<file path="src/rtl/imem_loader_pkg.sv">
// -----------------------------------------------------------------------------
// imem_loader_pkg
//   Shared types and constants for the instruction-memory loader.
//   - state_t        : loader FSM states, also exported on the debug port
//   - MAGIC_DEFAULT  : frame start byte
//   - DEPTH_DEFAULT  : instruction memory size in words
//   - LEN_W          : width of the frame length field (word count)
//   - BYTES_PER_WORD : stream bytes packed into one instruction word
//   - accepts_bytes(): states in which the loader takes stream bytes
// -----------------------------------------------------------------------------
package imem_loader_pkg;

  typedef enum logic [2:0] {
    IDLE   = 3'd0,
    LEN_LO = 3'd1,
    LEN_HI = 3'd2,
    DATA   = 3'd3,
    CSUM   = 3'd4,
    DONE   = 3'd5,
    ERR    = 3'd6
  } state_t;

  localparam logic [7:0] MAGIC_DEFAULT  = 8'hA5;
  localparam int         DEPTH_DEFAULT  = 128;
  localparam int         LEN_W          = 16;
  localparam int         WORD_W         = 32;
  localparam int         BYTES_PER_WORD = WORD_W / 8;

  // The loader keeps taking bytes until the frame has reached a terminal
  // state; DONE and ERR park the stream until the next reset.
  function automatic logic accepts_bytes(input state_t s);
    return (s == IDLE) || (s == LEN_LO) || (s == LEN_HI) ||
           (s == DATA) || (s == CSUM);
  endfunction

endpackage

</file>
<file path="src/rtl/imem_loader_packer.sv">
// -----------------------------------------------------------------------------
// byte_packer
//   Packs a byte stream little-endian into 32-bit words. The first byte of a
//   word ends up in bits [7:0], the fourth in bits [31:24].
// Ports
//   clk, rst    : clock, synchronous active-high reset
//   clr         : drop any partial word (start of a new frame)
//   push        : a byte is presented on din and must be absorbed this cycle
//   din [7:0]   : stream byte
//   word [31:0] : last completed word, held until the next word completes
//   word_valid  : one-cycle pulse, the cycle after the 4th byte was pushed
//   word_last   : combinational, high in the cycle the 4th byte is pushed
// -----------------------------------------------------------------------------
module byte_packer
  import imem_loader_pkg::*;
(
  input  logic              clk,
  input  logic              rst,
  input  logic              clr,
  input  logic              push,
  input  logic [7:0]        din,
  output logic [WORD_W-1:0] word,
  output logic              word_valid,
  output logic              word_last
);

  logic [1:0]        byte_cnt;
  // Holds the first three bytes of the word in flight; newest byte on top so
  // that the fourth byte simply lands above it in the completed word.
  logic [WORD_W-9:0] sr;

  assign word_last = push && (byte_cnt == 2'd3);

  always_ff @(posedge clk) begin
    if (rst) begin
      byte_cnt   <= 2'd0;
      sr         <= '0;
      word       <= '0;
      word_valid <= 1'b0;
    end else begin
      word_valid <= word_last;
      if (clr) begin
        byte_cnt <= 2'd0;
        sr       <= '0;
      end else if (push) begin
        byte_cnt <= byte_cnt + 2'd1;
        sr       <= {din, sr[WORD_W-9:8]};
        if (word_last) begin
          word <= {din, sr};
        end
      end
    end
  end

endmodule

</file>
<file path="src/rtl/imem_loader.sv">
// -----------------------------------------------------------------------------
// imem_loader
//   Receives a program image as a framed byte stream and writes it into the
//   instruction memory, keeping the CPU in reset until a complete image with
//   a matching checksum has been loaded.
//
//   Frame: MAGIC, LEN_LO, LEN_HI (word count N), 4*N data bytes (LE per word),
//          CSUM (XOR of all data bytes). N > DEPTH is rejected before any
//          write; N == 0 goes straight to the checksum byte.
//
//   Handshake: a byte moves when in_valid && in_ready on a rising clk edge.
//   in_ready is decoded from the registered state only, never from in_valid;
//   in_data is ignored in any cycle without a transfer, and an idle cycle has
//   no side effects in any state.
//
// Ports
//   clk, rst          : clock, synchronous active-high reset
//   in_valid, in_data : stream byte offered by the source
//   in_ready          : loader can take a byte (all non-terminal states)
//   imem_we           : one-cycle write strobe, cycle after a word completes
//   imem_waddr        : word index of the write
//   imem_wdata        : instruction word of the write
//   words_loaded      : words written in the current frame
//   load_done         : image loaded and checksum good (sticky until rst)
//   load_err          : length or checksum error (sticky until rst)
//   cpu_hold          : 1 keeps the core in reset (everything but DONE)
//   dbg_state         : current FSM state
// -----------------------------------------------------------------------------
module imem_loader
  import imem_loader_pkg::*;
#(
  parameter  int         DEPTH  = DEPTH_DEFAULT,
  parameter  logic [7:0] MAGIC  = MAGIC_DEFAULT,
  localparam int         ADDR_W = $clog2(DEPTH)
) (
  input  logic              clk,
  input  logic              rst,
  input  logic              in_valid,
  input  logic [7:0]        in_data,
  output logic              in_ready,
  output logic              imem_we,
  output logic [ADDR_W-1:0] imem_waddr,
  output logic [WORD_W-1:0] imem_wdata,
  output logic [ADDR_W:0]   words_loaded,
  output logic              load_done,
  output logic              load_err,
  output logic              cpu_hold,
  output state_t            dbg_state
);

  localparam logic [LEN_W:0]  DEPTH_LEN = (LEN_W+1)'(DEPTH);
  localparam logic [ADDR_W:0] WL_ONE    = {{ADDR_W{1'b0}}, 1'b1};

  state_t            state;
  state_t            state_nxt;

  logic              xfer;
  logic              frame_start;
  logic              data_push;
  logic              last_word;

  logic [7:0]        len_lo;
  logic [LEN_W-1:0]  len;
  logic [LEN_W-1:0]  len_rx;
  logic [LEN_W-1:0]  wl_next;
  logic [7:0]        csum;

  logic [WORD_W-1:0] pk_word;
  logic              pk_valid;
  logic              pk_last;

  assign xfer        = in_valid && in_ready;
  assign frame_start = xfer && (state == IDLE) && (in_data == MAGIC);
  assign data_push   = xfer && (state == DATA);

  // Full length as it stands in the cycle the high byte is accepted.
  assign len_rx  = {in_data, len_lo};

  // The word completing this cycle is the last one when the count of words
  // written, including this one, reaches N.
  assign wl_next   = LEN_W'(words_loaded) + LEN_W'(1);
  assign last_word = pk_last && (wl_next == len);

  // ---------------------------------------------------------------------------
  // Byte packing
  // ---------------------------------------------------------------------------
  byte_packer u_packer (
    .clk        (clk),
    .rst        (rst),
    .clr        (frame_start),
    .push       (data_push),
    .din        (in_data),
    .word       (pk_word),
    .word_valid (pk_valid),
    .word_last  (pk_last)
  );

  // ---------------------------------------------------------------------------
  // FSM: state register
  // ---------------------------------------------------------------------------
  always_ff @(posedge clk) begin
    if (rst) begin
      state <= IDLE;
    end else begin
      state <= state_nxt;
    end
  end

  // ---------------------------------------------------------------------------
  // FSM: next state. Every transition is gated by a transfer, so a stalled
  // source leaves the state untouched.
  // ---------------------------------------------------------------------------
  always_comb begin
    state_nxt = state;
    if (xfer) begin
      unique case (state)
        IDLE: begin
          if (in_data == MAGIC) begin
            state_nxt = LEN_LO;
          end
        end
        LEN_LO: begin
          state_nxt = LEN_HI;
        end
        LEN_HI: begin
          // Rejecting oversize images here is what keeps the word index from
          // ever wrapping inside DATA.
          if ({1'b0, len_rx} > DEPTH_LEN) begin
            state_nxt = ERR;
          end else if (len_rx == '0) begin
            state_nxt = CSUM;
          end else begin
            state_nxt = DATA;
          end
        end
        DATA: begin
          if (last_word) begin
            state_nxt = CSUM;
          end
        end
        CSUM: begin
          if (in_data == csum) begin
            state_nxt = DONE;
          end else begin
            state_nxt = ERR;
          end
        end
        default: begin
          state_nxt = state;
        end
      endcase
    end
  end

  // ---------------------------------------------------------------------------
  // Frame datapath: length, checksum, write index
  // ---------------------------------------------------------------------------
  always_ff @(posedge clk) begin
    if (rst) begin
      len_lo       <= 8'd0;
      len          <= '0;
      csum         <= 8'd0;
      words_loaded <= '0;
      imem_waddr   <= '0;
    end else begin
      if (frame_start) begin
        csum         <= 8'd0;
        words_loaded <= '0;
      end
      if (xfer && (state == LEN_LO)) begin
        len_lo <= in_data;
      end
      if (xfer && (state == LEN_HI)) begin
        len <= len_rx;
      end
      if (data_push) begin
        csum <= csum ^ in_data;
      end
      // Address and count move together with the packer's word register so
      // all three line up in the write cycle.
      if (pk_last) begin
        imem_waddr   <= words_loaded[ADDR_W-1:0];
        words_loaded <= words_loaded + WL_ONE;
      end
    end
  end

  // ---------------------------------------------------------------------------
  // Outputs
  // ---------------------------------------------------------------------------
  assign imem_we    = pk_valid;
  assign imem_wdata = pk_word;
  assign in_ready   = accepts_bytes(state);
  assign load_done  = (state == DONE);
  assign load_err   = (state == ERR);
  assign cpu_hold   = (state != DONE);
  assign dbg_state  = state;

endmodule

</file>
<file path="config.mk">
export PLATFORM = sky130hd
export DESIGN_NAME = imem_loader
export DESIGN_NICKNAME = d
export VERILOG_FILES = /design/src/rtl/imem_loader_pkg.sv /design/src/rtl/imem_loader_packer.sv /design/src/rtl/imem_loader.sv
export SDC_FILE = /design/constraint.sdc
export NUM_CORES = 1
export LEC_CHECK = 0
export BUFFER_PORTS_ARGS = -buffer_cell sky130_fd_sc_hd__buf_2
export CAP_MARGIN = 0
export CORE_MARGIN = 2
export CORE_UTILIZATION = 50
export CTS_CLUSTER_DIAMETER = 120
export CTS_CLUSTER_SIZE = 10
export DETAILED_ROUTE_END_ITERATION = 7
export GPL_ROUTABILITY_DRIVEN = 0
export GPL_TIMING_DRIVEN = 0
export HOLD_SLACK_MARGIN = 0.1
export PLACE_DENSITY = 0.71
export SLEW_MARGIN = 10
export SYNTH_ARGS = -nofsm -noshare
export SYNTH_HDL_FRONTEND = slang
export SYNTH_SLANG_ARGS = --single-unit
</file>
<file path="constraint.sdc">
create_clock -name clk -period 5.5 [get_ports clk]
set_input_delay 1.1 -clock clk [delete_from_list [all_inputs] [get_ports clk]]
set_output_delay 1.1 -clock clk [all_outputs]
set_load 0.005 [all_outputs]
</file>
Yosys cells after proc, flatten, opt, wreduce, memory -nomap -nowiden
Cells that the tools add are included.
- register bits: 109
- input bits: 11
- $add $sub $neg: 3
- order comparisons: 1
- equal/unequal tests: 13
- multiplexer cells: 9
- bitwise logic cells: 2
- reductions and logical operators: 20
- operators with widths (kind ; count):
    $mux W8 ; 3
    $eq A9 B16 Y1 ; 1
    $gt A16 B8 Y1 const B ; 1
    $logic_not A16 Y1 ; 1
    $pmux W3 S5 ; 1
    $mux W3 ; 4
    $add A8 B1 Y9 const B ; 1
    $eq A3 B3 Y1 const B ; 3
    $add A8 B1 Y8 const B ; 1
    $eq A8 B8 Y1 ; 1
    $eq A8 B8 Y1 const B ; 1
    $logic_and A1 B1 Y1 ; 8
    $xor A8 B8 Y8 ; 1
    $eq A3 B2 Y1 const B ; 2
    $reduce_bool A5 Y1 ; 1
    $logic_or A1 B1 Y1 ; 4
    $reduce_and A4 Y1 ; 1
    $reduce_bool A2 Y1 ; 2
    $eq A3 B1 Y1 const B ; 1
    $logic_not A3 Y1 ; 1
    $ne A3 B3 Y1 const B ; 1
    $reduce_and A3 Y1 ; 1
    $add A2 B1 Y2 const B ; 1
    $eq A2 B2 Y1 const B ; 1
    other kinds (5) ; 5

Longest topological paths before layout
Gate-level depths: netlist of the first run.
- depth after elaboration: 11
- mapped depth: 9
- mapped depth without buffers: 7

Modules after synthesis
From an unflattened synthesis of the first run, not the netlist that was laid out.
- cell total of the unflattened synthesis: 543
- area total of the unflattened synthesis: 4901.0 sq um
- modules (own cells, without submodules) (module ; times used ; cells an instance ; area an instance (sq um)):
    imem_loader ; 1 ; 314 ; 2496.1
    byte_packer ; 1 ; 229 ; 2404.8

Worst setup path before layout of the first run
No wires, ideal clock.
- kind: in2reg
- start: in in_data[3]
- end: reg words_loaded[6]
- arrival: 2.628 ns
- required time: 5.372 ns
- path slack: 2.744 ns
- cell stages on the path: 8
- buffers on the path: 2
- path through: clkbuf_1 or4_1 nor3_1 or2_1 buf_2 o21ai_0 a21oi_1 nor2_1
- word-level cells in the longest chain between the ends: 3
- RTL lines (item ; line ; text):
    start, declared ; imem_loader.sv:39 ; input logic [7:0] in_data,
    $eq A8 B8 Y1 ; imem_loader.sv:73 ; assign frame_start = xfer && (state == IDLE) && (in_data == MAGIC);
    $logic_and A1 B1 Y1 ; imem_loader.sv:73 ;
    $reduce_bool A2 Y1 (no line) ; n/a ;
    end signal, assigned ; imem_loader.sv:183 ; words_loaded <= words_loaded + WL_ONE;
    end, declared ; imem_loader.sv:44 ; output logic [ADDR_W:0] words_loaded,
Every way passes these cells.
A chain may end at the register's enable or synchronous reset.

Final worst setup path of the first run
- start: in in_valid
- end: reg u_packer.word[27]
- word-level cells in the longest chain between the ends: 5
- elaborated cells between the ends (all ways): 7
- classes of those cells: bitwise (1); reduce/logical (6)
- RTL lines (item ; line ; text):
    start, declared ; imem_loader.sv:38 ; input logic in_valid,
    $logic_and A1 B1 Y1 * ; imem_loader.sv:72 ; assign xfer = in_valid && in_ready;
    $logic_and A1 B1 Y1 (2 in series) ; imem_loader.sv:73 ;
    $not A1 Y1 (no line) ; n/a ;
    $reduce_and A3 Y1 (no line) * ; n/a ;
    end signal, assigned ; imem_loader_packer.sv:49 ; word <= {din, sr};
    end, declared ; imem_loader_packer.sv:22 ; output logic [WORD_W-1:0] word,
Every way passes the cells marked *; elsewhere a longest branch is shown, timed or not.

==> results.txt, run 1 <==
The flow ran to the end, and the final reports show no timing, DRC or antenna violations. The launching element type of the critical path is a primary input. The width of the die is 99.66 um. The total power density per cell area came out at between 200 and 300 nW/um^2. Walking the worst path, the cells encountered are clkbuf_1 > and4b_2 > clkbuf_1 > nand2_1 > buf_2 > buf_1 > nand2_1 > a21oi_1.

The count of cell types in the netlist is 55. The synthesized netlist cell count came out at approximately 590. The tightest hold path in the finished design has a slack of roughly 460 ps.

At the end of the flow, the number of nets in the layout was 675. The register bit total from synthesis is 109. The net switching power is 326.6 uW.

STA classifies the critical path endpoint as a flip-flop. The worst path setup slack after routing came out at around 2600 ps. Across every metal layer, demand over resource in global routing totals approximately 23%.

The internal power component came out at 1076 uW. The remaining antenna violation count is 0. The total instance count after detailed placement came out at between 700 and 800. The quantity of I/O buffers inserted on ports came out at 59.

The pin count of the biggest net entering global routing is 19. The clock passes through at most 2 buffers. The number of detailed-route iterations in the first pass is 5. The tool flagged a number of max-cap violations equal to 0.

Each instance of the synthesized netlist takes up on average approximately 7.7 sq um. The synthesized design spends more area on one cell type than any other, namely sky130_fd_sc_hd__dfxtp_1. The share of layout cells above drive strength 1 is 16.04%. The remaining design rule violation count came out at 0.

The part of the power in registers is 56.8%. The data arrival time of the critical path is slightly above 3000 ps. The height of the die is between 90 and 100 um. The maximum vdd drop is 0.1476 mV. Per report_power, the clock group accounts for 38.3% of the total. The clock tree synthesis step divided the H-tree into 3 levels. The number of buffers inserted by post-CTS setup repair is 0.

For this design, the slowest cell found on the critical path is sky130_fd_sc_hd__clkbuf_1. The remaining global-route overflow came out at 0. The summed negative setup slack over all endpoints came out at 0 ps. The final count of pins violating max slew came out at 0. The floorplan step defined a die boundary enclosing roughly 9900 sq um. Yosys attributes the largest share of cell area to sky130_fd_sc_hd__dfxtp_1 (48%), sky130_fd_sc_hd__nand2_1 (15%), sky130_fd_sc_hd__a21oi_1 (11%). The worst-margin pin slew came out at 599.3 ps. Clock-pin slew was measured on the worst setup and hold paths at 100 ps. The critical path data required time came out at around 5700 ps. The number of antenna diodes is 0. The area of the mapped netlist came out at 4576 sq um. The fraction of registers with async set/reset is 0%. The number of global-route vias before repair is about 3700. Setup violations remaining at the end of the flow were counted as 0. The hold-fix buffer count after cts is 0.

The count of warnings emitted by yosys is 0. The max-slew headroom at the worst pin came out at approximately 60%. The number of buffers and inverters on the critical path is 4. The worst setup slack after placement came out at 2285 ps. The relative contribution of combinational cells to total power came out at 4.9%. After synthesis, the largest area contributor takes up between 40% and 50% of total cell area. The count of pins on the block boundary came out at 66. The post-layout instance count excluding filler cells is 775. The total count of hold-check failures in the final report came out at 0. The number of gates resized after cts is 0. The type of the most critical hold path is flip-flop to flip-flop. Static timing analysis puts the maximum clock frequency at between 300 and 400 MHz. TritonCTS built the clock tree. The starting density of the core is roughly half. The CTS buffer count is 9. The delay of the slowest critical-path stage is 410 ps. Broken down by cell family, the worst path's largest delay share belongs to buffers and inverters. The most used flip-flop cell after synthesis is sky130_fd_sc_hd__dfxtp_1. The overall power after layout came out at 1403 uW. Setup repair after global routing left no endpoint under its margin. The area added between synthesis and finish is 14.25%. For this design the static power due to leakage is approximately 0.0019 uW. The first global-routing pass estimated 18000 um of wire.

The number of synthesized flops with an enable pin came out at 0. The area of the core is roughly 9000 sq um. In this run the worst path has a maximum fanout of 10. The portion of the clock cycle consumed by the worst path in the final layout came out at 52.13%. The per-cell via count in the routed design is 5.395. The critical path is of the primary input to flip-flop type. The total number of vias is roughly 4200. The worst path needs around 2900 ps of the cycle, external delays included. Counting every sink on the clock net gives 109. The initial detailed-routing violation count is approximately 280. The mean routed wirelength per cell came out at around 14 um. The estimated wirelength of the detail-placed design is 8085 um.

The number of antenna violations at the first check in global routing came out at 0. The clock arrives with 11.06 ps of skew. The clock root buffer is sky130_fd_sc_hd__clkbuf_8. The number of nets in the synthesized netlist is 605. The total number of placement rows is 34. The detailed-route wire length came out at 11170 um. The later pin in the worst-skew pair is clocked with a latency of between 300 and 400 ps. The share of total power consumed by net switching came out at 23.28%. The sequential fraction of the synthesis area came out at 47.69%.
[layout by cell type, fill, tap and decap left out, drive strengths merged, types with 2 or more instances in the layout]
| master | count |
|---|---|
| inv | 7 |
| a311oi | 2 |
| mux2 | 2 |
| nor2 | 30 |
| nor3 | 7 |
| xnor2 | 7 |
| a31oi | 2 |
| dfxtp | 109 |
| and3 | 5 |
| buf | 74 |
| bufinv | 2 |
| a21oi | 105 |
| o41ai | 2 |
| and2 | 2 |
| clkbuf | 40 |
| nor4 | 6 |
| nand3 | 7 |
| nand2b | 2 |
| o211ai | 2 |
| or3 | 4 |
| o21ai | 14 |
| ha | 2 |
| or2 | 11 |
| and3b | 2 |
| nand4 | 3 |
| or4 | 3 |
| nand2 | 188 |
| xor2 | 10 |
[tightest hold or removal path, cell delays in order, from the launching register on]
cell and delay [ps]:
sky130_fd_sc_hd__dfxtp_1 320, sky130_fd_sc_hd__nand2_1 50, sky130_fd_sc_hd__a21oi_1 50
[power by group through the flow]
stage	Combinational (uW)	Clock, uW	Sequential, uW
2_1_floorplan	46.3	0	814
3_3_place_gp	66.6	0	815
3_5_place_dp	67.5	0	815
4_1_cts	68.1	545	797
5_1_grt	75.2	580	798
6_report	68.6	538	797
[final timing paths]
check	start	to	slack, ps	cells past startpoint
worst min-delay path	u_packer.word[4]	u_packer.word[4]	460	2
worst max-delay path	in_valid	u_packer.word[27]	2630	8
worst max register to register	words_loaded[0]	dbg_state[0]	2980	7
worst min register to register	u_packer.word[4]	u_packer.word[4]	460	2
[cells in the mapped netlist, drive strengths merged (6+ instances only)]
cell	number
nor2	30
nor3	7
nor4	6
xnor2	7
nand3	7
xor2	10
nand2	188
o21ai	14
or2	11
buf	15
dfxtp	109
a21oi	105
clkbuf	30
[kinds of logic after synthesis]
group / Yosys count / synth area share, %
multiplexers: 2 / 0.4922
AO/OA/AOI/OAI: 137 / 16.46
AND/OR/NAND/NOR: 275 / 26.22
flip-flops: 109 / 47.69
buffers and inverters: 50 / 5.332
XOR/XNOR: 17 / 3.254
adder cells (fa/ha/maj): 2 / 0.5468
[cell type report]
type | instances | area (sq um)
multi-input cells | 433 | 2150
flip-flops and latches | 109 | 2182
clock buffers | 10 | 127.6
well taps | 108 | 135.1
repair buffers | 59 | 295.3
fillers | 822 | 3578
clock inverters | 6 | 93.84
inverters | 5 | 18.77
plain buffers | 45 | 225.2
[flip-flops by register name (all words and copies together), names as in the netlist]
name                 count
csum                     8
len                     16
len_lo                   8
dbg_state                3
imem_waddr               7
u_packer.word           32
u_packer.byte_cnt        2
u_packer.word_valid      1
words_loaded             8
u_packer.sr             24
[stage by stage]
step | util, % | area [sq um]
after floorplan | - | 4576
after global placement | 56.85 | 5006
after detailed placement | 56.85 | 5006
after CTS | 59.36 | 5228
after global routing | 59.36 | 5228
final | 59.36 | 5228
[layer usage]
layer	GRT usage [%]	part of all wire (%)	routed length, um	up-vias
met5	0	0	0	-
met4	7.587	1.4	151	0
met3	4.216	7.0	779	12
met2	34.46	45	4999	134
met1	32.42	47	5242	1919
li1	-	-	-	2116
Power figures use the tool's default switching activity.
==> run 2, diff against run 1 <==
--- a/config.mk
+++ b/config.mk
@@ -5,6 +5,7 @@
 export SDC_FILE = /design/constraint.sdc
 export NUM_CORES = 1
 export LEC_CHECK = 0
+export ABC_AREA = 1
 export BUFFER_PORTS_ARGS = -buffer_cell sky130_fd_sc_hd__buf_2
 export CAP_MARGIN = 0
 export CORE_MARGIN = 2
==> constraint.sdc (replaced) <==
create_clock -name clk -period 2.7 [get_ports clk]
set_input_delay 0.54 -clock clk [delete_from_list [all_inputs] [get_ports clk]]
set_output_delay 0.54 -clock clk [all_outputs]
set_load 0.005 [all_outputs]
==> run 2 against run 1 <==
  * Non-clock buffer count decreased by 11
  * Count of clock-buffer cells in the layout unchanged
  * Sequential share of layout area increased by 0.20 points
  * Sequential power increased by 120%
  * Synthesized cell count increased by 2.9%
  * Clock skew increased by 1.9 ps
  * Via count increased by 1.3%
  * Die area decreased by 0.73%
==> results.txt, run 2 <==
The clock root buffer is sky130_fd_sc_hd__clkbuf_8 (unchanged). The number of gates resized after cts came out at 0 (unchanged). The number of synthesized flops with an enable pin is 0 (unchanged).

The TritonCTS clock tree is done (unchanged). The adder and majority cell fraction of the synthesized area came to 0.5511% (was 0.5469%). The H-tree level count came to 3 (unchanged).

For this run, the top clock speed supported by timing is 511.2 MHz. RSZ-0062 raised after global routing: false (unchanged). The clock transition at the registers of the reported paths was 110 ps (was 100 ps).

The estimated wirelength of the detail-placed design came out at 8124 um (was 8085 um). The share of layout cells above drive strength 1 came out at 17.42% (was 16.04%). The data arrival time of the critical path is 2230 ps (was 3100 ps). The area of all placed cells without fillers was 5202 sq um (was 5228 sq um).

The area added between synthesis and finish is 14.58% (was 14.25%). Cell types with the highest counts after synthesis: sky130_fd_sc_hd__nand2_1 (119), sky130_fd_sc_hd__dfxtp_1 (109), sky130_fd_sc_hd__nor2_1 (83) (was sky130_fd_sc_hd__nand2_1 (188), sky130_fd_sc_hd__dfxtp_1 (109), sky130_fd_sc_hd__a21oi_1 (105)). The number of logic stages on the critical path including buffering is 14 (was 8). The cell type group with the largest total delay on the critical path is simple AND/OR/NAND/NOR gates (was buffers and inverters). The number of nets in the synthesized netlist is 622 (was 605). The most repeated cell in the gate-level netlist after synthesis is sky130_fd_sc_hd__nand2_1 (unchanged). The maximum clock insertion buffer count was 2 (unchanged). The synthesized netlist cell count came out at 609 (was 592). The maximum vdd drop is 0.3160 mV (was 0.1476 mV). The width of the die is 99.30 um (was 99.66 um). The final-stage net count is 697 (was 675). The total instance count after detailed placement came out at 781 (was 759). Outcome: finished, final reports clean (unchanged). The sequential fraction of the synthesis area came out at 48.06% (was 47.69%). The final clock skew came out at 12.98 ps (was 11.06 ps). The portion of the clock cycle consumed by the worst path in the final layout is 72.45%. The worst hold path cell count is 3 (was 2).

The post-synthesis mux area share came to 0% (was 0.4922%). The area of the core came to 8763 sq um (was 8806 sq um). The total number of placement rows is 34 (unchanged). The total count of hold-check failures in the final report came out at 0 (unchanged).

The worst-margin pin slew is 644.4 ps (was 599.3 ps). The number of antenna diodes came out at 0 (unchanged). Cell breakdown of the critical path: ha_1 > nand2_2 > nor2_4 > nand2_1 > nand2_2 > nand2_1 > nand2_1 > nand3_1 > nor2_1 > nand2_1 > nand2_2 > nand3_1 > nand2_1 > nor2_1 (was clkbuf_1 > and4b_2 > clkbuf_1 > nand2_1 > buf_2 > buf_1 > nand2_1 > a21oi_1).

The mean routed wirelength per cell is 14.06 um (was 14.42 um). The area taken by flip-flops and latches is 2182 sq um (unchanged). The area of the mapped netlist is 4541 sq um (was 4576 sq um). For the finished layout, the period the worst path requires is ~2000 ps.

The endpoint of the worst register-to-register path is dbg_state[2] (was dbg_state[0]). The internal reg-to-reg setup slack is 740 ps (was 2980 ps). The simple-gate portion of the synthesized area is 25.02% (was 26.22%). The remaining global-route overflow came out at 0 (unchanged). The detailed-route wire length is 11210 um (was 11170 um). The flip-flop count of the largest register, all copies and words added came to 32 (unchanged). The main flop type after synthesis was sky130_fd_sc_hd__dfxtp_1 (unchanged). The path type of the worst setup path is flip-flop to flip-flop (was primary input to flip-flop). The post-layout instance count excluding filler cells came to 797 (was 775).

The count of endpoints failing setup in the final report came to 0 (unchanged). Cell types with the largest area share after synthesis: sky130_fd_sc_hd__dfxtp_1 (48%), sky130_fd_sc_hd__nand2_1 (9.8%), sky130_fd_sc_hd__a21oi_1 (8.6%) (was sky130_fd_sc_hd__dfxtp_1 (48%), sky130_fd_sc_hd__nand2_1 (15%), sky130_fd_sc_hd__a21oi_1 (11%)). The register bit total from synthesis came out at 109 (unchanged). Biggest registers after layout: u_packer.word: 32 flops, u_packer.sr: 24 flops, len: 16 flops (unchanged). The pin count of the biggest net entering global routing is 20 (was 19). The height of the die is 99.30 um (was 99.66 um). The capturing element type of the critical path is a flip-flop (unchanged). The final count of pins violating max slew came to 0 (unchanged). The post-detailed-placement cell area was 4996 sq um (was 5006 sq um). The worst path setup slack after routing came out at 743.9 ps (was 2633 ps).

The per-cell via count in the routed design is 5.312 (was 5.395). The commonest non-fill, non-tap cell in the layout is sky130_fd_sc_hd__nand2_1 (unchanged). The top cell type's share of synthesized area is 48.06% (was 47.69%). The delay of the slowest critical-path stage came out at 470 ps (was 410 ps). The area of the die is 9860 sq um (was 9932 sq um). The largest area contributor in the synthesized netlist was sky130_fd_sc_hd__dfxtp_1 (unchanged). The largest register by flop count is u_packer.word (unchanged). The count of cells along the worst register-to-register path is 14 (was 7).

The remaining design rule violation count came out at 0 (unchanged). The total number of vias is 4234 (was 4181). The count of buffering cells on the critical path with inverters included is 0 (was 4). The number of antenna violations at the first check in global routing is 0 (unchanged). The slowest cell on the critical path is sky130_fd_sc_hd__dfxtp_1 (was sky130_fd_sc_hd__clkbuf_1). The max-slew headroom at the worst pin is 57.04% (was 59.01%).

The summed negative setup slack over all endpoints was 0 ps (unchanged). The initial detailed-routing violation count is 294 (was 279). The worst setup slack after placement was 539.1 ps (was 2285 ps). The clock sink count is 109 (unchanged). The largest family of logic cells by synthesized area is simple AND/OR/NAND/NOR gates (unchanged).

The fraction of registers with async set/reset was 0% (unchanged). The count of cell types in the netlist came out at 30 (was 55). The quantity of I/O buffers inserted on ports was 64 (was 59). The hold-fix buffer count after cts is 0 (unchanged).

The post-synthesis xor/xnor area fraction came to 1.929% (was 3.254%). The clock insertion delay at the later pin of the skew report came out at 380 ps (was 370 ps). The remaining antenna violation count is 0 (unchanged). The area occupied by multi-input gates is 1999 sq um (was 2150 sq um). The CTS buffer count came to 9 (unchanged).

The startpoint of the worst-slack reg-to-reg timing path is words_loaded[0] (unchanged). Most frequent cells in the layout: sky130_fd_sc_hd__nand2_1 (119), sky130_fd_sc_hd__dfxtp_1 (109), sky130_fd_sc_hd__nor2_1 (83) (was sky130_fd_sc_hd__nand2_1 (188), sky130_fd_sc_hd__dfxtp_1 (109), sky130_fd_sc_hd__a21oi_1 (105)). The overall global routing resource usage came out at 23.29% (was 22.63%). The number of buffers inserted by post-CTS setup repair is 0 (unchanged). The launching element type of the critical path is a flip-flop (was primary input). The total power density per cell area came out at 635.9 nW/um^2 (was 268.4 nW/um^2).

The type of the most critical hold path is primary input to flip-flop (was flip-flop to flip-flop). The total of max-cap violations came out at 0 (unchanged). The leakage power is 0.002168 uW (was 0.001930 uW).

The number of detailed-route iterations in the first pass is 5 (unchanged). The per-instance average area after synthesis came out at 7.456 sq um (was 7.729 sq um). The global-route wire length before repair is 18430 um (was 18000 um). The cell that appears most often on the critical path is sky130_fd_sc_hd__nand2_1. The number of global-route vias before repair was 3798 (was 3703). The termination of the worst setup path is dbg_state[2] (was u_packer.word[27]). The fill cell total of the finished layout came out at 835 (was 822). The complex-gate fraction of the synthesized area came out at 16.53% (was 16.46%).

The maximum net fanout on the critical path is 7 (was 10). The starting density of the core came to 51.81% (was 51.96%). The critical path data required time came out at 2970 ps (was 5740 ps).

The start point of the critical path was words_loaded[0] (was in_valid). The count of warnings emitted by yosys is 0 (unchanged). The count of pins on the block boundary came out at 66 (unchanged).
==> run 2: cell types whose count changed after synthesis, moves of 9 or more <==
cell and change:
sky130_fd_sc_hd__inv_1 +38, sky130_fd_sc_hd__or2_2 -9, sky130_fd_sc_hd__o21ai_0 +52, sky130_fd_sc_hd__nand3_1 +28, sky130_fd_sc_hd__clkbuf_1 -16, sky130_fd_sc_hd__nor2_1 +54, sky130_fd_sc_hd__nand2_1 -69, sky130_fd_sc_hd__a21oi_1 -27
==> run 2: worst min-delay path by stage <==
| stage | startpoint | to | slack [ps] |
|---|---|---|---|
| global placement | u_packer.sr[3] | u_packer.sr[3] | 450 |
| detailed placement | u_packer.sr[1] | u_packer.sr[1] | 450 |
| floorplan | u_packer.sr[4] | u_packer.sr[4] | 440 |
| global route | in_data[7] | u_packer.sr[23] | 440 |
| finish | in_data[1] | u_packer.sr[17] | 450 |
| CTS | in_data[3] | u_packer.sr[19] | 440 |
==> run 2: stage by stage <==
| stage | hold slack, ps | total power [uW] | utilization [%] |
|---|---|---|---|
| floorplan | 436.1 | 2151 | - |
| global placement | 448.1 | 2273 | 57.01 |
| detailed placement | 449.9 | 2286 | 57.01 |
| CTS | 439.8 | 3305 | 59.37 |
| global route | 439.4 | 3464 | 59.37 |
| finish | 445.5 | 3308 | 59.37 |
==> run 2: kinds of logic (layout without fill, tap and decap cells) <==
group,after synthesis,after routing
xor+xnor,10,10
flops,109,109
compound gates,147,147
fa+ha+maj,2,2
buf+inv,78,158
simple gates,263,263
==> run 2: where the power goes <==
part,leakage [uW],switching (uW),total (uW),internal [uW]
Combinational,0.00118,332,511,179
Clock,0.000105,599,1050,450
Sequential,0.000879,64.7,1750,1680
==> run 2: cell type report <==
cell class	instances	area share, %
sequential	109	41.94
multi-input combinational	422	38.43
timing repair buffer	64	6.157
inverter	49	3.583
buffer	29	3.319
tap	108	2.597
clock buffer	10	2.453
clock inverter	6	1.515
==> run 2: routing by layer <==
metal,wire length (um),track usage (%)
met5,0,0
met4,189,8.219
met2,4936,35.08
met1,5447,33.75
met3,635,4.006
==> run 2: worst reg2reg max path: cells and delay by family (launching register included) <==
family / cells / cell delay (ps)
simple gates: 13 / 1150
fa+ha+maj: 1 / 230
flops: 1 / 470
==> run 3, diff against run 2 <==
==> constraint.sdc (replaced) <==
create_clock -name clk -period 1.9 [get_ports clk]
set_input_delay 0.38 -clock clk [delete_from_list [all_inputs] [get_ports clk]]
set_output_delay 0.38 -clock clk [all_outputs]
set_load 0.005 [all_outputs]
==> run 3 against run 2 <==
  * Maximum frequency increased by 11%
  * Critical path depth is the same
  * Count of clock-buffer cells in the layout unchanged
  * First-iteration DRC count fell by 22%
  * Combinational power is 42% higher
==> results.txt, run 3 (synthesized netlist as in run 2, its figures left out) <==
The number of detailed-route iterations in the first pass is 5 (unchanged). The initial detailed-routing violation count is 230 (was 294). The cell type group with the largest total delay on the critical path is simple AND/OR/NAND/NOR gates (unchanged). The remaining global-route overflow came to 0 (unchanged).

The met3 routing resource usage after global routing came out at 4.006% (unchanged). The number of logic stages on the critical path including buffering came to 14 (unchanged). The clock transition at the registers of the reported paths is 120 ps (was 110 ps). The count of pins on the block boundary is 66 (unchanged). The leakage power is 0.002192 uW (was 0.002168 uW). The share of the core filled with cells in the final layout came out at 59.99% (was 59.37%). The TritonCTS clock tree was done (unchanged). The startpoint of the worst-slack reg-to-reg timing path is words_loaded[0] (unchanged). The internal reg-to-reg setup slack is 140 ps (was 740 ps). The area of the die was 9860 sq um (unchanged). The worst hold path cell count came to 3 (unchanged). The area of the core is 8763 sq um (unchanged). The count of endpoints failing setup in the final report came out at 0 (unchanged). The library cell appearing most often on the critical path was sky130_fd_sc_hd__nand2_1 (unchanged). The slowest cell on the critical path is sky130_fd_sc_hd__dfxtp_4 (was sky130_fd_sc_hd__dfxtp_1). The clock sink count came out at 109 (unchanged). The count of cells along the worst register-to-register path came out at 14 (unchanged). The detailed-route wire length is 11310 um (was 11210 um). The CTS buffer count came out at 9 (unchanged). The most congested layer reported by global routing is met2 (unchanged). The max-slew headroom at the worst pin was 56.92% (was 57.04%).

The height of the die came to 99.30 um (unchanged). The launching element type of the critical path is a flip-flop (unchanged). The data arrival time of the critical path came to 2030 ps (was 2230 ps).

The clock insertion delay at the later pin of the skew report is 380 ps (about the same). The H-tree level count came out at 3 (unchanged). The final-stage net count came to 701 (was 697). The count of buffering cells on the critical path with inverters included was 2 (was 0). The final critical delay including setup and external delays is 1761 ps (was 1956 ps). The endpoint of the worst register-to-register path is dbg_state[2] (unchanged). The width of the die came to 99.30 um (unchanged).

The maximum vdd drop is 0.4500 mV (was 0.3160 mV). The total instance count after detailed placement came out at 781 (unchanged). The overall global routing resource usage came out at 23.29% (unchanged). The total power density per cell area came out at 892.7 nW/um^2 (was 635.9 nW/um^2).

The critical path data required time came to 2170 ps (was 2970 ps). The largest register by flop count is u_packer.word (unchanged). The clock root buffer is sky130_fd_sc_hd__clkbuf_8 (unchanged). The share of layout cells above drive strength 1 came out at 18.90% (was 17.42%).

The delay of the slowest critical-path stage is 380 ps (was 470 ps). The start point of the critical path was words_loaded[0] (unchanged). The commonest non-fill, non-tap cell in the layout is sky130_fd_sc_hd__nand2_1 (unchanged). The global-route wire length before repair is 18430 um (unchanged).

The capturing element type of the critical path is a flip-flop (unchanged). The routing usage on met2 came out at 35.08% (unchanged). The total number of vias came to 4235 (was 4234).

The worst-margin pin slew was 646.2 ps (was 644.4 ps). Biggest registers after layout: u_packer.word: 32 flops, u_packer.sr: 24 flops, len: 16 flops (unchanged). The final clock skew is 14.13 ps (was 12.98 ps). The post-layout instance count excluding filler cells is 801 (was 797). The area added between synthesis and finish came out at 15.79% (was 14.58%). The starting density of the core came out at 51.81% (unchanged). The per-cell via count in the routed design is 5.287 (was 5.312).

The achievable frequency is 567.8 MHz (was 511.2 MHz). The flip-flop count of the largest register, all copies and words added is 32 (unchanged). The portion of the clock cycle consumed by the worst path in the final layout is 92.69% (was 72.45%). The pin count of the biggest net entering global routing came out at 20 (unchanged). The maximum net fanout on the critical path is 6 (was 7). The number of global-route vias before repair came out at 3798 (unchanged). Cell breakdown of the critical path: ha_4 > nand2_2 > nor2_4 > buf_4 > inv_1 > nand2_1 > nand2_1 > nand3_1 > nor2_1 > nand2_1 > nand2_2 > nand3_1 > nand2_1 > nor2_1 (was ha_1 > nand2_2 > nor2_4 > nand2_1 > nand2_2 > nand2_1 > nand2_1 > nand3_1 > nor2_1 > nand2_1 > nand2_2 > nand3_1 > nand2_1 > nor2_1). RSZ-0062 raised after global routing: true (was false). The maximum clock insertion buffer count came to 2 (unchanged). The mean routed wirelength per cell came to 14.12 um (was 14.06 um). Outcome: finished, final reports clean (unchanged).

The total count of hold-check failures in the final report came out at 0 (unchanged). The estimated wirelength of the detail-placed design was 8124 um (unchanged). The type of the most critical hold path was primary input to flip-flop (unchanged). The remaining design rule violation count came out at 0 (unchanged). The worst-case hold path end point is u_packer.sr[19] (was u_packer.sr[17]). The startpoint of the tightest hold check path is in_data[3] (was in_data[1]). The path type of the worst setup path is flip-flop to flip-flop (unchanged). The number of antenna diodes is 0 (unchanged).

The remaining antenna violation count came out at 0 (unchanged). The quantity of I/O buffers inserted on ports came out at 64 (unchanged). The number of antenna violations at the first check in global routing was 0 (unchanged). The post-detailed-placement cell area is 4996 sq um (unchanged). The total number of placement rows is 34 (unchanged).

The met1 track demand over resource in global routing is 33.75% (unchanged). The final count of pins violating max slew came out at 0 (unchanged). The area of all placed cells without fillers came to 5258 sq um (was 5202 sq um).

The total of max-cap violations came out at 0 (unchanged). Most frequent cells in the layout: sky130_fd_sc_hd__nand2_1 (119), sky130_fd_sc_hd__dfxtp_1 (104), sky130_fd_sc_hd__nor2_1 (83) (was sky130_fd_sc_hd__nand2_1 (119), sky130_fd_sc_hd__dfxtp_1 (109), sky130_fd_sc_hd__nor2_1 (83)).
run 3: changes by cell type in the layout (fill, tap and decap cells not counted), moves of 2 or more:
| cell | before | now |
|---|---|---|
| sky130_fd_sc_hd__dfxtp_2 | 0 | 3 |
| sky130_fd_sc_hd__dfxtp_1 | 109 | 104 |
| sky130_fd_sc_hd__dfxtp_4 | 0 | 2 |
| sky130_fd_sc_hd__buf_4 | 7 | 11 |
run 3: layout make-up:
cell class / instances / area [sq um]
Inverter: 49 / 186.4
Sequential cell: 109 / 2193
Buffer: 29 / 173.9
Clock buffer: 10 / 127.6
Clock inverter: 6 / 78.83
Tap cell: 108 / 135.1
Multi-Input combinational cell: 422 / 2012
Fill cell: 823 / 3506
Timing Repair Buffer: 68 / 350.3
run 3: power by group:
| part | leakage, uW | total (uW) | internal (uW) | switching (uW) |
|---|---|---|---|---|
| Sequential | 0.000882 | 2480 | 2390 | 92.8 |
| Clock | 0.000105 | 1490 | 639 | 847 |
| Combinational | 0.00120 | 724 | 254 | 470 |
| Total | 0.00219 | 4690 | 3280 | 1410 |
run 3: how the worst max path moves through the flow:
stage | to | slack [ps]
global placement | u_packer.word[20] | -10
detailed placement | u_packer.word[19] | -100
global route | dbg_state[1] | -4
CTS | dbg_state[2] | 10
floorplan | dbg_state[2] | 280
finish | dbg_state[2] | 140
run 3: layer usage:
| layer | part of all wire, % | wire (um) | up-vias |
|---|---|---|---|
| met5 | 0 | 0 | - |
| met3 | 6.8 | 768 | 14 |
| met2 | 44 | 4983 | 154 |
| met1 | 48 | 5396 | 1936 |
| li1 | - | - | 2131 |
| met4 | 1.4 | 162 | 0 |
run 3: worst reg2reg max path, stage by stage, from the launching register on:
cell                      delay [ps]
sky130_fd_sc_hd__dfxtp_4         380
sky130_fd_sc_hd__ha_4            160
sky130_fd_sc_hd__nand2_2         110
sky130_fd_sc_hd__nor2_4           50
sky130_fd_sc_hd__buf_4           130
sky130_fd_sc_hd__inv_1            60
sky130_fd_sc_hd__nand2_1          70
sky130_fd_sc_hd__nand2_1          70
sky130_fd_sc_hd__nand3_1          70
sky130_fd_sc_hd__nor2_1          100
sky130_fd_sc_hd__nand2_1         110
sky130_fd_sc_hd__nand2_2         150
sky130_fd_sc_hd__nand3_1          80
sky130_fd_sc_hd__nand2_1          80
sky130_fd_sc_hd__nor2_1           40
run 3: what timing repair did:
| item | CTS | global route |
|---|---|---|
| resized for setup | 1 | 10 |
| setup buffers | 0 | 4 |
| pin swaps | 0 | 4 |
| endpoints found under the hold margin | 0 | 0 |
| setup endpoints to repair | 3 | 4 |
| hold buffers | 0 | 0 |
run 3: stage by stage:
step	power (uW)	worst slack (ps)	TNS, ps	hold slack [ps]
final	4693	138.8	0	287.9
after global routing	4918	-3.743	-3.861	279.4
after CTS	4696	9.702	0	279.8
after detailed placement	3249	-100.9	-787.1	449.9
after global placement	3230	-14.88	-14.88	448.1
after floorplan	3057	281.0	0	436.1
